### src/rtl/hazard_ctrl.sv
// -----------------------------------------------------------------------------
// hazard_ctrl
//   Hazard and pipeline-control unit for the five-stage pipe. Drives the
//   stall/flush controls of the PC, IF/ID and ID/EX registers, produces the
//   per-operand forwarding codes in ID, detects load-use hazards, squashes
//   wrong-path instructions on a redirect and freezes the pipe on a halting
//   syscall until the board "go" button is pressed.
//
//   Optional build macro: HAZARD_STATS_EN
//     defined   -> saturating stall/flush statistics counters are built
//     undefined -> stall_cnt / flush_cnt are tied to zero
//
// Ports
//   clk           clock, all state updates on posedge
//   rst           synchronous active-low reset
//   id_rs/id_rt   source register fields of the instruction in ID
//   id_use_rs/rt  ID instruction actually reads rs / rt
//   ex_wreg       destination register of the instruction in EX
//   ex_regwrite   EX instruction writes a register
//   ex_memtoreg   EX instruction is a load
//   mem_wreg      destination register of the instruction in MEM
//   mem_regwrite  MEM instruction writes a register
//   ex_redirect   taken branch / jump resolved in EX
//   ex_halt       halting syscall in EX
//   go            resume button (level, rising edge detected internally)
//   pc_stall      hold PC
//   ifid_stall    hold IF/ID
//   ifid_flush    clear IF/ID on the next edge
//   idex_stall    hold ID/EX
//   idex_flush    load a bubble into ID/EX
//   forward1/2    operand source: 0=regfile, 1=EX/MEM, 2=MEM/WB
//   halted        pipe frozen by a syscall
//   stall_cnt     load-use stall cycles (statistics build only)
//   flush_cnt     redirect flush cycles (statistics build only)
// -----------------------------------------------------------------------------
// state | meaning
// ------+----------------------------------------------------------------------
// RUN   | normal operation; halt > redirect > load-use priority each cycle
// HALT  | pipe frozen, waiting for a fresh go press
// -----------------------------------------------------------------------------
module hazard_ctrl #(
  parameter int CNT_W = 32
) (
  input  logic             clk,
  input  logic             rst,
  input  logic [4:0]       id_rs,
  input  logic [4:0]       id_rt,
  input  logic             id_use_rs,
  input  logic             id_use_rt,
  input  logic [4:0]       ex_wreg,
  input  logic             ex_regwrite,
  input  logic             ex_memtoreg,
  input  logic [4:0]       mem_wreg,
  input  logic             mem_regwrite,
  input  logic             ex_redirect,
  input  logic             ex_halt,
  input  logic             go,
  output logic             pc_stall,
  output logic             ifid_stall,
  output logic             ifid_flush,
  output logic             idex_stall,
  output logic             idex_flush,
  output logic [1:0]       forward1,
  output logic [1:0]       forward2,
  output logic             halted,
  output logic [CNT_W-1:0] stall_cnt,
  output logic [CNT_W-1:0] flush_cnt
);

  typedef enum logic {
    ST_RUN  = 1'b0,
    ST_HALT = 1'b1
  } state_e;

  state_e state_q, state_d;
  logic   go_q;
  logic   resume_mask_q, resume_mask_d;

  logic   load_use;
  logic   halt_take;
  logic   go_rise;
  logic   ex_fwd_ok;
  logic   mem_fwd_ok;
  logic [1:0] fwd1_raw;
  logic [1:0] fwd2_raw;

  // ---------------------------------------------------------------------------
  // Hazard terms
  // ---------------------------------------------------------------------------
  assign load_use = ex_memtoreg & ex_regwrite & (ex_wreg != 5'd0)
                  & ((id_use_rs & (id_rs == ex_wreg)) |
                     (id_use_rt & (id_rt == ex_wreg)));

  // The syscall is still sitting in EX on the cycle after a resume, so its
  // halt request is ignored for that one cycle or the pipe would re-freeze.
  assign halt_take = ex_halt & ~resume_mask_q;

  assign go_rise   = go & ~go_q;

  // A load in EX has no result yet; the load-use stall covers that case.
  assign ex_fwd_ok  = ex_regwrite & (ex_wreg != 5'd0) & ~ex_memtoreg;
  assign mem_fwd_ok = mem_regwrite & (mem_wreg != 5'd0);

  always_comb begin
    fwd1_raw = 2'd0;
    if (ex_fwd_ok && (id_rs == ex_wreg)) begin
      fwd1_raw = 2'd1;
    end else if (mem_fwd_ok && (id_rs == mem_wreg)) begin
      fwd1_raw = 2'd2;
    end
  end

  always_comb begin
    fwd2_raw = 2'd0;
    if (ex_fwd_ok && (id_rt == ex_wreg)) begin
      fwd2_raw = 2'd1;
    end else if (mem_fwd_ok && (id_rt == mem_wreg)) begin
      fwd2_raw = 2'd2;
    end
  end

  // ---------------------------------------------------------------------------
  // FSM state register
  // ---------------------------------------------------------------------------
  always_ff @(posedge clk) begin
    if (!rst) begin
      state_q       <= ST_RUN;
      go_q          <= 1'b0;
      resume_mask_q <= 1'b0;
    end else begin
      state_q       <= state_d;
      go_q          <= go;
      resume_mask_q <= resume_mask_d;
    end
  end

  // ---------------------------------------------------------------------------
  // FSM next state and outputs
  // ---------------------------------------------------------------------------
  always_comb begin
    state_d       = state_q;
    resume_mask_d = 1'b0;
    pc_stall      = 1'b0;
    ifid_stall    = 1'b0;
    ifid_flush    = 1'b0;
    idex_stall    = 1'b0;
    idex_flush    = 1'b0;
    halted        = 1'b0;

    case (state_q)
      ST_RUN: begin
        if (halt_take) begin
          pc_stall   = 1'b1;
          ifid_stall = 1'b1;
          idex_stall = 1'b1;
          state_d    = ST_HALT;
        end else if (ex_redirect) begin
          ifid_flush = 1'b1;
          idex_flush = 1'b1;
        end else if (load_use) begin
          pc_stall   = 1'b1;
          ifid_stall = 1'b1;
          idex_flush = 1'b1;
        end
      end

      ST_HALT: begin
        pc_stall   = 1'b1;
        ifid_stall = 1'b1;
        idex_stall = 1'b1;
        halted     = 1'b1;
        if (go_rise) begin
          state_d       = ST_RUN;
          resume_mask_d = 1'b1;
        end
      end

      default: begin
        state_d = ST_RUN;
      end
    endcase
  end

  // A bubble carries no operands, so its forwarding codes are zeroed.
  assign forward1 = idex_flush ? 2'd0 : fwd1_raw;
  assign forward2 = idex_flush ? 2'd0 : fwd2_raw;

  // ---------------------------------------------------------------------------
  // Statistics
  // ---------------------------------------------------------------------------
`ifdef HAZARD_STATS_EN
  logic             stall_take;
  logic             flush_take;
  logic [CNT_W-1:0] stall_cnt_q, stall_cnt_d;
  logic [CNT_W-1:0] flush_cnt_q, flush_cnt_d;

  assign stall_take = (state_q == ST_RUN) & ~halt_take & ~ex_redirect & load_use;
  assign flush_take = (state_q == ST_RUN) & ~halt_take & ex_redirect;

  always_comb begin
    stall_cnt_d = stall_cnt_q;
    flush_cnt_d = flush_cnt_q;
    if (stall_take && (stall_cnt_q != {CNT_W{1'b1}})) begin
      stall_cnt_d = stall_cnt_q + CNT_W'(1);
    end
    if (flush_take && (flush_cnt_q != {CNT_W{1'b1}})) begin
      flush_cnt_d = flush_cnt_q + CNT_W'(1);
    end
  end

  always_ff @(posedge clk) begin
    if (!rst) begin
      stall_cnt_q <= '0;
      flush_cnt_q <= '0;
    end else begin
      stall_cnt_q <= stall_cnt_d;
      flush_cnt_q <= flush_cnt_d;
    end
  end

  assign stall_cnt = stall_cnt_q;
  assign flush_cnt = flush_cnt_q;
`else
  assign stall_cnt = '0;
  assign flush_cnt = '0;
`endif

endmodule
### config.mk
export PLATFORM = sky130hd
export DESIGN_NAME = hazard_ctrl
export DESIGN_NICKNAME = d
export VERILOG_FILES = /design/src/rtl/hazard_ctrl.sv
export SDC_FILE = /design/constraint.sdc
export NUM_CORES = 1
export LEC_CHECK = 0
export ABC_AREA = 0
export CAP_MARGIN = 40
export CORE_MARGIN = 8
export CORE_UTILIZATION = 28
export CTS_CLUSTER_DIAMETER = 50
export CTS_CLUSTER_SIZE = 8
export DETAILED_ROUTE_END_ITERATION = 10
export GPL_TIMING_DRIVEN = 0
export PLACE_DENSITY = 0.79
export SLEW_MARGIN = 10
export SYNTH_ARGS = -nofsm -noshare
export SYNTH_HDL_FRONTEND = slang
export SYNTH_SLANG_ARGS = --single-unit
### constraint.sdc
create_clock -name clk -period 2.05 [get_ports clk]
set_input_delay 0.41 -clock clk [delete_from_list [all_inputs] [get_ports clk]]
set_output_delay 0.41 -clock clk [all_outputs]
set_load 0.02 [all_outputs]
# Yosys cells after proc, flatten, opt, wreduce, memory -nomap -nowiden
# Index checks and enable logic that the tools add are counted.
[totals] regBits=3 input_bits=30 output_inout_bits=74 elab_cells=51
[classes] n_eq_ne=4 muxes=22 n_bitwise=15 n_reduce_logical=7
[ops] cell="$eq A5 B5 Y1" n=4
[ops] cell="$mux W1" n=13
[ops] cell="$mux W2" n=6
[ops] cell="$and A1 B1 Y1" n=10
[ops] cell="$reduce_bool A5 Y1" n=2
[ops] cell="$pmux W1 S2" n=3
[ops] cell="$logic_and A1 B1 Y1" n=4
[ops] cell="$not A1 Y1" n=4
[ops] cell="$reduce_and A2 Y1" n=1
[ops] cell="$or A1 B1 Y1" n=1

# Logic depth before layout (Yosys ltp)
# Gate-level depths: netlist of run 1.
[logic_depth] word_depth=9 mapped_depth=6 ltp_nobuf=5

# Worst setup path after synthesis of run 1
# No wires, ideal clock.
[synth_path] path_type="input port to output port" startpoint="in ex_wreg[1]" endpoint="out forward1[1]" arrival_ns=1.698 required_time_ns=1.640 slack_ns=-0.058 path_stages=4 path_buffers=0 cell_sequence="or4_4 > o211ai_2 > a211oi_1 > nor3_1"
[synth_between] elab_chain_len=9 elab_cells_between_ends=17 cone_classes="eq/ne: 2; mux: 6; bitwise: 7; reduce/logical: 2"
[synth_lines] element="start, declared" line="50" text="input logic [4:0] ex_wreg,"
[synth_lines] element="$eq A5 B5 Y1 (on tied branches)" line="91, 106, 92"
[synth_lines] element="$and A1 B1 Y1 (on tied branches)" line="91, 92"
[synth_lines] element="$or A1 B1 Y1" line="91" text="& ((id_use_rs & (id_rs == ex_wreg)) |"
[synth_lines] element="$and A1 B1 Y1" line="91"
[synth_lines] element="$mux W1" line="160" text="end else if (load_use) begin"
[synth_lines] element="$mux W1" line="157" text="end else if (ex_redirect) begin"
[synth_lines] element="$mux W1" line="152" text="if (halt_take) begin"
[synth_lines] element="$mux W1" line="150" text="case (state_q)"
[synth_lines] element="$mux W2 (*)" line="185" text="assign forward1 = idex_flush ? 2'd0 : fwd1_raw;"
[synth_lines] element="end, declared" line="63" text="output logic [1:0] forward1,"
# Every way passes the cells marked *; elsewhere a longest branch is shown, timed or not.

# Worst setup path in the final report of run 1
[layout_path] startpoint="in ex_wreg[4]" endpoint="out forward2[1]"
[layout_between] elab_chain_len=9 elab_cells_between_ends=17 cone_classes="eq/ne: 2; mux: 6; bitwise: 7; reduce/logical: 2"
[layout_lines] element="$eq A5 B5 Y1 (on tied branches)" line="91, 92, 115"
[layout_lines] element="$and A1 B1 Y1 (on tied branches)" line="91, 92"
[layout_lines] element="$or A1 B1 Y1" line="91"
[layout_lines] element="$and A1 B1 Y1" line="91"
[layout_lines] element="$mux W1" line="160"
[layout_lines] element="$mux W1" line="157"
[layout_lines] element="$mux W1" line="152"
[layout_lines] element="$mux W1" line="150"
[layout_lines] element="$mux W2 (*)" line="186" text="assign forward2 = idex_flush ? 2'd0 : fwd2_raw;"
[layout_lines] element="end, declared" line="64" text="output logic [1:0] forward2,"
# Marked as above.

==> results of run 1 <==
-- metal layers --
metal	global-route usage (%)	part of all wire (%)
met4	3.33	0
met2	16.6	52
met5	0	0
met1	7.83	31
met3	5.12	17
-- registers in the layout, summed over array words and instances, names as in the netlist --
signal         cells
go_q               1
resume_mask_q      1
state_q            1
-- cell usage after synthesis (all sizes together) --
library cell	count	area share, %
nand2	1	0.40
inv	5	2.0
nor3	6	3.2
buf	65	52
o21a	1	0.79
o2111ai	2	1.9
xor2	12	11
dfxtp	3	6.3
a21o	1	0.79
or4	2	2.0
o211ai	3	3.4
nor2	2	0.79
a211oi	1	0.79
a21oi	2	1.1
and3	1	0.66
and2	1	0.66
xnor2	8	7.4
conb	1	0.40
nand3b	1	0.79
nand2b	1	0.66
nand3	2	1.1
nand4	2	1.3
and3b	1	0.93
-- through the flow --
stage | utilization, % | cells
floorplan | - | 187
global placement | 49.6 | 272
CTS | 51.9 | 279
finish | 52.0 | 279
detailed placement | 49.6 | 272
global route | 52.0 | 279
-- cells by family after synthesis --
logic type	synth area share, %
AO/OA/AOI/OAI	8.73
XOR/XNOR	18.5
buffers and inverters	53.6
flip-flops	6.35
other	0.396
AND/OR/NAND/NOR	12.4
-- worst max-delay path by stage --
| stage | endpoint | slack, ps | depth (start not counted) |
|---|---|---|---|
| finish | forward2[1] | -150 | 7 |
| CTS | forward2[1] | -180 | 6 |
| global route | forward2[1] | -190 | 7 |
| detailed placement | forward2[1] | -990 | 6 |
| floorplan | forward1[1] | -60 | 4 |
| global placement | pc_stall | -980 | 8 |
-- placed cells by master, fill, tap and decap left out, types with 2 or more instances in the layout --
cell type | Yosys | layout
clkdlybuf4s15_1 | 0 | 3
clkdlybuf4s50_1 | 0 | 11
nor2_1 | 2 | 2
o211ai_4 | 0 | 2
buf_6 | 0 | 7
nor3_2 | 0 | 4
dlygate4sd2_1 | 0 | 9
buf_2 | 0 | 5
clkbuf_2 | 0 | 3
buf_4 | 65 | 67
xnor2_1 | 8 | 7
nand4_1 | 2 | 2
or4_4 | 1 | 2
clkbuf_4 | 0 | 3
nor3_1 | 6 | 2
nand3_1 | 2 | 2
conb_1 | 1 | 64
dfxtp_1 | 3 | 3
inv_1 | 5 | 5
xor2_1 | 12 | 12
-- power breakdown --
| group | leakage, nW | switching [W] | total, W | internal (W) |
|---|---|---|---|---|
| combinational | 0.927 | 0.000207 | 0.000387 | 0.000179 |
| sequential | 0.0248 | 0.00000235 | 0.0000644 | 0.0000621 |
| clock | 0.0150 | 0.0000321 | 0.000105 | 0.0000731 |
-- worst max-delay path: stages --
cell and delay [ps]:
buf_8 90, or4_4 570, o211ai_4 210, buf_6 120
a211oi_2 50, nor3_2 180, buf_4 160
-- what timing repair did --
action | CTS | global route
endpoints found under the hold margin | 0 | 0
buffers inserted | 3 | 0
setup endpoints to repair | 9 | 8
gates resized for setup | 92 | 12
pin swaps | 14 | 11
-- final cells by class --
class	instances	area share (%)
repair buffers	42	22.0
flip-flops and latches	3	3.51
clock buffers	4	1.54
multi-input cells	114	39.8
plain buffers	65	28.8
well taps	46	3.37
inverters	5	1.10
==> results.md, run 1 <==
- Nets: 264
- Ports: 104
- Clock slew at reported path FFs: 40 ps
- Worst vdd ir: 0.132 mV
- Vias per inst: 3.39
- Crit Path Max Fanout: 2
- CP Launch Point: ex_wreg[4]
- Antenna fix cells: 0
- FILL cells: 330
- DRT antenna net count: 0
- Register area share after synthesis: 6.35%
- Design area: 0.00171 mm²
- PwrDens: 325 mW/mm²
- Clock Latency Late Sink: 240 ps
- Wirelength, routed: 2.88 mm
- Max Freq: 454 MHz
- Worst Reg2Reg Path Length in Cells: 4
- Hold Fails Final Rpt: 0
- Status: complete, but fails checks
- Routability cong.: 0.712
- Distinct cells, synth: 25
- Critical Path RT: 1640 ps
- Synth Warn #: 0
- Root Buffer: clkbuf_4
- Clock net sink count: 3
- Skew final: 7.09 ps
- Critical path arrival: 1790 ps
- Endpoint, Worst Hold: resume_mask_q$_SDFF_PN0_
- Reg-to-reg endpoint: state_q$_SDFF_PN0_
- Hold Crit Depth: 1
- Post-Syn Instances: 124
- Final hold slack: 526 ps
- Largest net degree at the start of global routing: 5
- Syn Area/Cell: 7.63 µm²
- GRT Util Overall: 8.98%
- First-pass GRT wire length: 3.94 mm
- Final setup vio count: 6
- R2R setup slack: between 1000 and 1500 ps
- Lkg Pwr: 0.966 nW
- CTS tree: built
- Area of the multi-input gates: 679 µm²
- Failing checks: negative setup slack
- Post-DR wirelength/cell: 10.3 µm
- Hold Crit Start: go_q$_SDFF_PN0_
- CTS Buf Count: 3
- Setup CP Type: input port to output pin
- Vias in the first global route: 922
- Dpl cell area: 0.00163 mm²
- Tmin final: 2200 ps
- Launching point of the worst reg2reg path: resume_mask_q$_SDFF_PN0_
- Global route overflow: 0
- Initial core utilization: 28.8%
- H-Tree Depth: 1
- Drt first pass iters: 2
- HPWL after DPL: 2.68 mm
- Setup WS post-layout: -151 ps
- Setup TNS: -672 ps
- Die width: approximately 74 µm
- Antenna violations before repair: 0
- Register Area: approximately 60 µm²
- Clock Path Buffers: 2
- Share of layout cells above drive strength 1: approximately 42%
- Worst Hold Class: flip-flop to flip-flop
- Number of I/O port buffers: 39
- Cell Rows: 21
- RSZ-0062 raised after global routing: yes
- Final slew viol count: 0
- Synth Register Bits: 3
- Mapped cell area: 946 µm²
- Die area: 0.00549 mm²
- DRC Markers: 0
- Critical Path Source Type: input port
- Starting DRT DRC Count: 9
- Fin crit share: 107%
- Critical Path End Type: output pin
- Vias after detailed routing: between 900 and 1,000
- Max_cap viols: 0
- Syn-to-layout area delta: 80.7%
- Post-CTS Hold Fix Bufs: 0
- Core Box Area: ~0.0033 mm²
- Die Y: 74.1 µm
- Total Power: 0.000556 W
- Place WS: -992 ps
Power figures use the tool's default switching activity.
==> inputs of run 2 (changes only) <==
--- a/config.mk
+++ b/config.mk
@@ -7,11 +7,12 @@
 export LEC_CHECK = 0
 export ABC_AREA = 0
 export CAP_MARGIN = 40
-export CORE_MARGIN = 8
+export CORE_MARGIN = 5
 export CORE_UTILIZATION = 28
 export CTS_CLUSTER_DIAMETER = 50
 export CTS_CLUSTER_SIZE = 8
 export DETAILED_ROUTE_END_ITERATION = 10
+export GPL_ROUTABILITY_DRIVEN = 0
 export GPL_TIMING_DRIVEN = 0
 export PLACE_DENSITY = 0.79
 export SLEW_MARGIN = 10
==> run 2 against run 1 <==
  * The flow still finishes with violations (negative setup slack)
  * Largest power group unchanged
  * Die area decreased by 16%
  * Final cell count shrank 0.72%
  * Sequential share of layout area rose by 0.092 points
  * Largest cell class unchanged
  * Flip-flop and latch count unchanged
==> results.md, run 2 (synthesis gave the netlist of run 1 again) <==
- Status: complete, but fails checks
- Failing checks: negative setup slack
- Number of I/O port buffers: 39
- Fin util: 50.3%
- HPWL after DPL: between 2 and 2.5 mm
- Critical path arrival: 1780 ps
- Clock Latency Late Sink: between 200 and 250 ps
- Clock slew at reported path FFs: 40 ps
- Max_cap viols: 0
- Critical Path End Type: output pin
- Critical Path Source Type: input port
- Global route overflow: 0
- Hold Fails Final Rpt: 0
- DRT antenna net count: 0
- RSZ-0062 raised after global routing: yes
- Setup CP Type: input port to output pin
- Wirelength, routed: 2.50 mm
- Core Box Area: 0.00331 mm²
- Ports: roughly 100
- Die width: 68.1 µm
- H-Tree Depth: 1
- GRT Util Overall: 9.32%
- Largest net degree at the start of global routing: 5
- Vias after detailed routing: 902
- Root Buffer: clkbuf_4
- Hold Crit Start: go_q$_SDFF_PN0_
- Drt first pass iters: 2
- Reg-to-reg endpoint: state_q$_SDFF_PN0_
- CP bufs+invs: 3
- Worst Hold Class: flip-flop to flip-flop
- Vias in the first global route: 799
- Vias per inst: 3.26
- First-pass GRT wire length: 3.34 mm
- CP top delay family: simple AND/OR/NAND/NOR gates
- Slowest cell delay on critical path: roughly 540 ps
- Antenna fix cells: 0
- DRC Markers: 0
- Hold Crit Depth: 1
- Die area: ~0.0046 mm²
- Place WS: -995 ps
- Nets: 262
- Worst vdd ir: 0.121 mV
- Commonest non-fill, non-tap cells in the layout: buf_4 (69), conb_1 (64), clkdlybuf4s50_1 (12)
- PwrDens: roughly 330 mW/mm²
- Lkg Pwr: about 0.94 nW
- Setup WS post-layout: -135 ps
- FILL cells: 353
- Post-CTS Hold Fix Bufs: 0
- Clock Path Buffers: 2
- Largest regs: go_q x1, resume_mask_q x1, state_q x1
- Fin crit share: 107%
- Final setup vio count: 7
- Max Freq: 458 MHz
- Crit Path Max Fanout: 2
- Initial core utilization: between 20% and 30%
- Crit-path cells: buf_8 -> or4_4 -> o211ai_2 -> a21oi_2 -> a21o_1 -> buf_4 -> buf_6
- Commonest non-fill, non-tap cell in the layout: buf_4
- Starting DRT DRC Count: 16
- Critical Path RT: around 1600 ps
- Syn-to-layout area delta: 76.1%
- CTS tree: built
- Share of layout cells above drive strength 1: 42.0%
- CTS Buf Count: 3
- Worst Reg2Reg Path Length in Cells: 4
- Cell Rows: 21
- Launching point of the worst reg2reg path: resume_mask_q$_SDFF_PN0_
- Die Y: 68.1 µm
- Clock net sink count: 3
- Post-DR wirelength/cell: 9.01 µm
- R2R setup slack: 1140 ps
- Slowest cell on the critical path: or4_4
- Endpoint, Worst Hold: resume_mask_q$_SDFF_PN0_
- Final slew viol count: 0
- Skew final: slightly above 2 ps
- Tmin final: 2190 ps
- Antenna violations before repair: 0
-- run 2: changes by cell type in the layout (fill, tap and decap cells not counted), moves of 2 or more --
cell | previous run | this run
buf_6 | 7 | 3
clkdlybuf4s15_2 | 1 | 3
buf_4 | 67 | 69
o211ai_2 | 0 | 2
buf_2 | 5 | 3
clkdlybuf4s15_1 | 3 | 1
o211ai_4 | 2 | 0
-- run 2: stage by stage --
stage	hold slack [ps]	area [µm²]	TNS, ps	cells	total power [W]
6_report	528	1670	-483	277	0.000543
5_1_grt	552	1670	-808	277	0.000582
4_1_cts	532	1660	-699	277	0.000538
3_5_place_dp	511	1630	-6570	272	0.000433
3_3_place_gp	507	1630	-6350	272	0.000430
2_1_floorplan	493	1180	-116	187	0.000331
-- run 2: worst register-to-register path, cell delays in order (launching register included) --
cell	delay (ps)
dfxtp_1	300
inv_1	40
a21oi_2	170
inv_1	110
and3_1	180
-- run 2: how the worst max path moves through the flow --
stage | from | to | slack (ps) | cells after the start
2_1_floorplan | ex_wreg[1] | forward1[1] | -60 | 4
3_3_place_gp | ex_wreg[1] | forward1[1] | -970 | 6
3_5_place_dp | ex_wreg[1] | forward1[1] | -1000 | 6
4_1_cts | ex_wreg[4] | forward2[1] | -180 | 6
5_1_grt | ex_wreg[4] | forward2[1] | -180 | 6
6_report | ex_wreg[4] | pc_stall | -140 | 7
-- run 2: timing repair --
action,4_1_cts,5_1_grt
setup buffers,1,0
resized for setup,80,14
endpoints found under the setup margin,9,8
pin swaps,12,10
hold endpoints to repair,0,0
cloned,0,0
-- run 2: layer usage --
layer,vias up,GRT usage [%],share of wire [%]
li1,491,-,-
met1,352,9.04,30
met2,59,17.0,53
met3,0,5.25,17
met4,0,2.23,0
met5,-,0,0
-- run 2: cell type report --
type / count / area [µm²] / share of cell area, %
plain buffers: 65 / 488 / 29.3
clock buffers: 4 / 26.3 / 1.58
inverters: 5 / 18.8 / 1.13
multi-input cells: 114 / 658 / 39.5
flip-flops and latches: 3 / 60.1 / 3.61
well taps: 46 / 57.6 / 3.46
repair buffers: 40 / 357 / 21.4
-- run 2: power by group --
group           total, W  internal [W]  switching (W)
Clock           0.000106     0.0000731      0.0000331
Combinational   0.000372      0.000172       0.000199
Sequential     0.0000645     0.0000621     0.00000242
==> variant, RTL diff (flow settings as in run 1) <==
Build with the macro `HAZARD_STATS_EN` defined.
--- a/src/rtl/hazard_ctrl.sv
+++ b/src/rtl/hazard_ctrl.sv
@@ -38,6 +38,8 @@
 // RUN   | normal operation; halt > redirect > load-use priority each cycle
 // HALT  | pipe frozen, waiting for a fresh go press
 // -----------------------------------------------------------------------------
+`define HAZARD_STATS_EN
+
 module hazard_ctrl #(
   parameter int CNT_W = 32
 ) (
Behaviour: not the same (a bounded check fails within 4 cycles, from zero or initial values and one cycle with rst low).
==> variant against run 1 <==
- the run still ends with negative setup slack left
- sequential cell count increased by 64
- design area increased to 3.4 times the old value
- power increased to 6.0 times the old value
- utilization decreased by 7.2 points
- synthesized area increased to 3.9 times the old value
- final cell count increased to 2.8 times the old value
- routed wire length increased to 4.5 times the old value
- register-to-register slack got worse by 1000 ps
- setup slack got worse by 100 ps
- critical endpoint is now pc_stall
==> variant: results (changes against run 1) <==
Pwr
  – Comb group: 0.290 mW (-25%)
  – Top pwr grp: clock
  – Switching portion of total power: 0.2287 (-0.2059)
  – Clk pwr: 1.71 mW (+1500%)
  – Clock power share: 0.517 (+0.328)
  – Max rail drop VDD: 0.0003341 V (+150%)
  – Lkg Pwr: 2.030 nW (+110%)

Global route
  – First-pass GRT wire length: 20320 microns (+420%)
  – Initial antenna violation count: 0 (unchanged)
  – Number of global-route vias before repair: 3882 (+320%)
  – Total track usage: 0.1440 (+0.05424)
  – Largest net degree at the start of global routing: 12 (+7)

Logic synthesis
  – Area contributors post-synth: dfxtp_1, xor2_1, nand4_1
  – Post-Syn Instances: 457 (+270%)
  – Distinct cells, synth: 49 (+96%)
  – Synth top cells by count: dfxtp_1, nor2_1, nand2_1, xor2_1, nand4_1
  – Seq/Total Area, Yosys: 0.3595 (+0.2960)
  – Synth warnings: 0 (unchanged)
  – Syn Nets: roughly 500

Setup path
  – Reg2Reg Setup Slack: 60 ps (-1000 ps)
  – RR Endpoint: stall_cnt[26]$_SDFFE_PN0P_
  – CP arrival: 1900 ps (+110 ps)
  – Reg2reg path depth: 6 (+2)
  – Largest stage delay on the critical path: 540 ps (-30 ps)
  – Crit path to: pc_stall
  – Critical Path Start: ex_wreg[1]
  – Crit Path Max Fanout: 3 (+1)
  – Worst reg2reg startpoint: stall_cnt[17]$_SDFFE_PN0P_

Place
  – Post-place setup slack: -1311 ps (-319.5 ps)
  – DP Cell Count: 736 (+170%)
  – I/O Buffers: 103 (+160%)
  – Post-DP HPWL: 8964 microns (+230%)
  – Gpl congestion: 0.8448 (+19%)
  – Cell Area, Placed: 5075 sq um (+210%)

Layout
  – Layout Nets: 634 (+140%)
  – Fill cell count: 1253 (+280%)
  – Share of layout cells above drive strength 1: 0.2735 (-0.1514)
  – Final Non-Filler Cells: 783 (+180%)
  – FF/Latch Area: 1379 sq um (+2200%)

Clocking
  – Worst-Skew Late Latency: 340 ps (+100 ps)
  – Cell chosen for the clock root: clkbuf_16
  – Num CTS Buffers: 9 (+6)

Outcome
  – Status: finished with violations
  – Failing checks: negative setup slack

STA
  – Final setup fails: 7 (+1)
  – Setup TNS: -922.2 ps (-250.2 ps)
  – Final worst slack: -255.9 ps (-104.9 ps)
  – Post-Route Skew: 7.020 ps (-0.07222 ps)

Drt
  – WL final: 12870 microns (+350%)
  – DRT iter0 DRCs: 389 (+380)
  – Via/cell ratio: 5.091 (+50%)
==> variant: what timing repair did <==
item | 4_1_cts | 5_1_grt
endpoints found under the setup margin | 73 | 57
gates cloned | 0 | 0
pin swaps | 29 | 18
resized for setup | 164 | 40
hold buffers | 0 | 0
setup buffers | 22 | 13
==> variant: area by class of cell <==
| class | instances | share of cell area |
|---|---|---|
| inverter | 12 | 0.008070 |
| clock inverter | 4 | 0.01232 |
| sequential | 67 | 0.2340 |
| buffer | 14 | 0.01338 |
| clock buffer | 12 | 0.04353 |
| tap | 176 | 0.03738 |
| multi-input combinational | 360 | 0.4415 |
| timing repair buffer | 138 | 0.2098 |
==> variant: kinds of logic after synthesis <==
kind of cell | share of synthesized area
mux | 0.03219
fa+ha+maj | 0.006706
flops | 0.3595
simple gates | 0.3484
compound gates | 0.1013
buf+inv | 0.03689
xor+xnor | 0.1150
==> variant: routing by layer <==
layer,share of wire,GRT usage,vias up
met1,0.40,0.1629,1880
met4,0.017,0.04595,0
met2,0.51,0.2496,133
met3,0.071,0.04878,21
met5,0,0,-
li1,-,-,1952
==> variant: how the worst min path moves through the flow <==
stage                                     from                         end  slack, ps  cells past startpoint
floorplan                      go_q$_SDFF_PN0_          state_q$_SDFF_PN0_        450                      2
global placement               go_q$_SDFF_PN0_          state_q$_SDFF_PN0_        470                      2
detailed placement             go_q$_SDFF_PN0_          state_q$_SDFF_PN0_        480                      2
CTS                            go_q$_SDFF_PN0_          state_q$_SDFF_PN0_        480                      2
global route        stall_cnt[11]$_SDFFE_PN0P_  stall_cnt[11]$_SDFFE_PN0P_        520                      2
finish                         go_q$_SDFF_PN0_          state_q$_SDFF_PN0_        470                      2
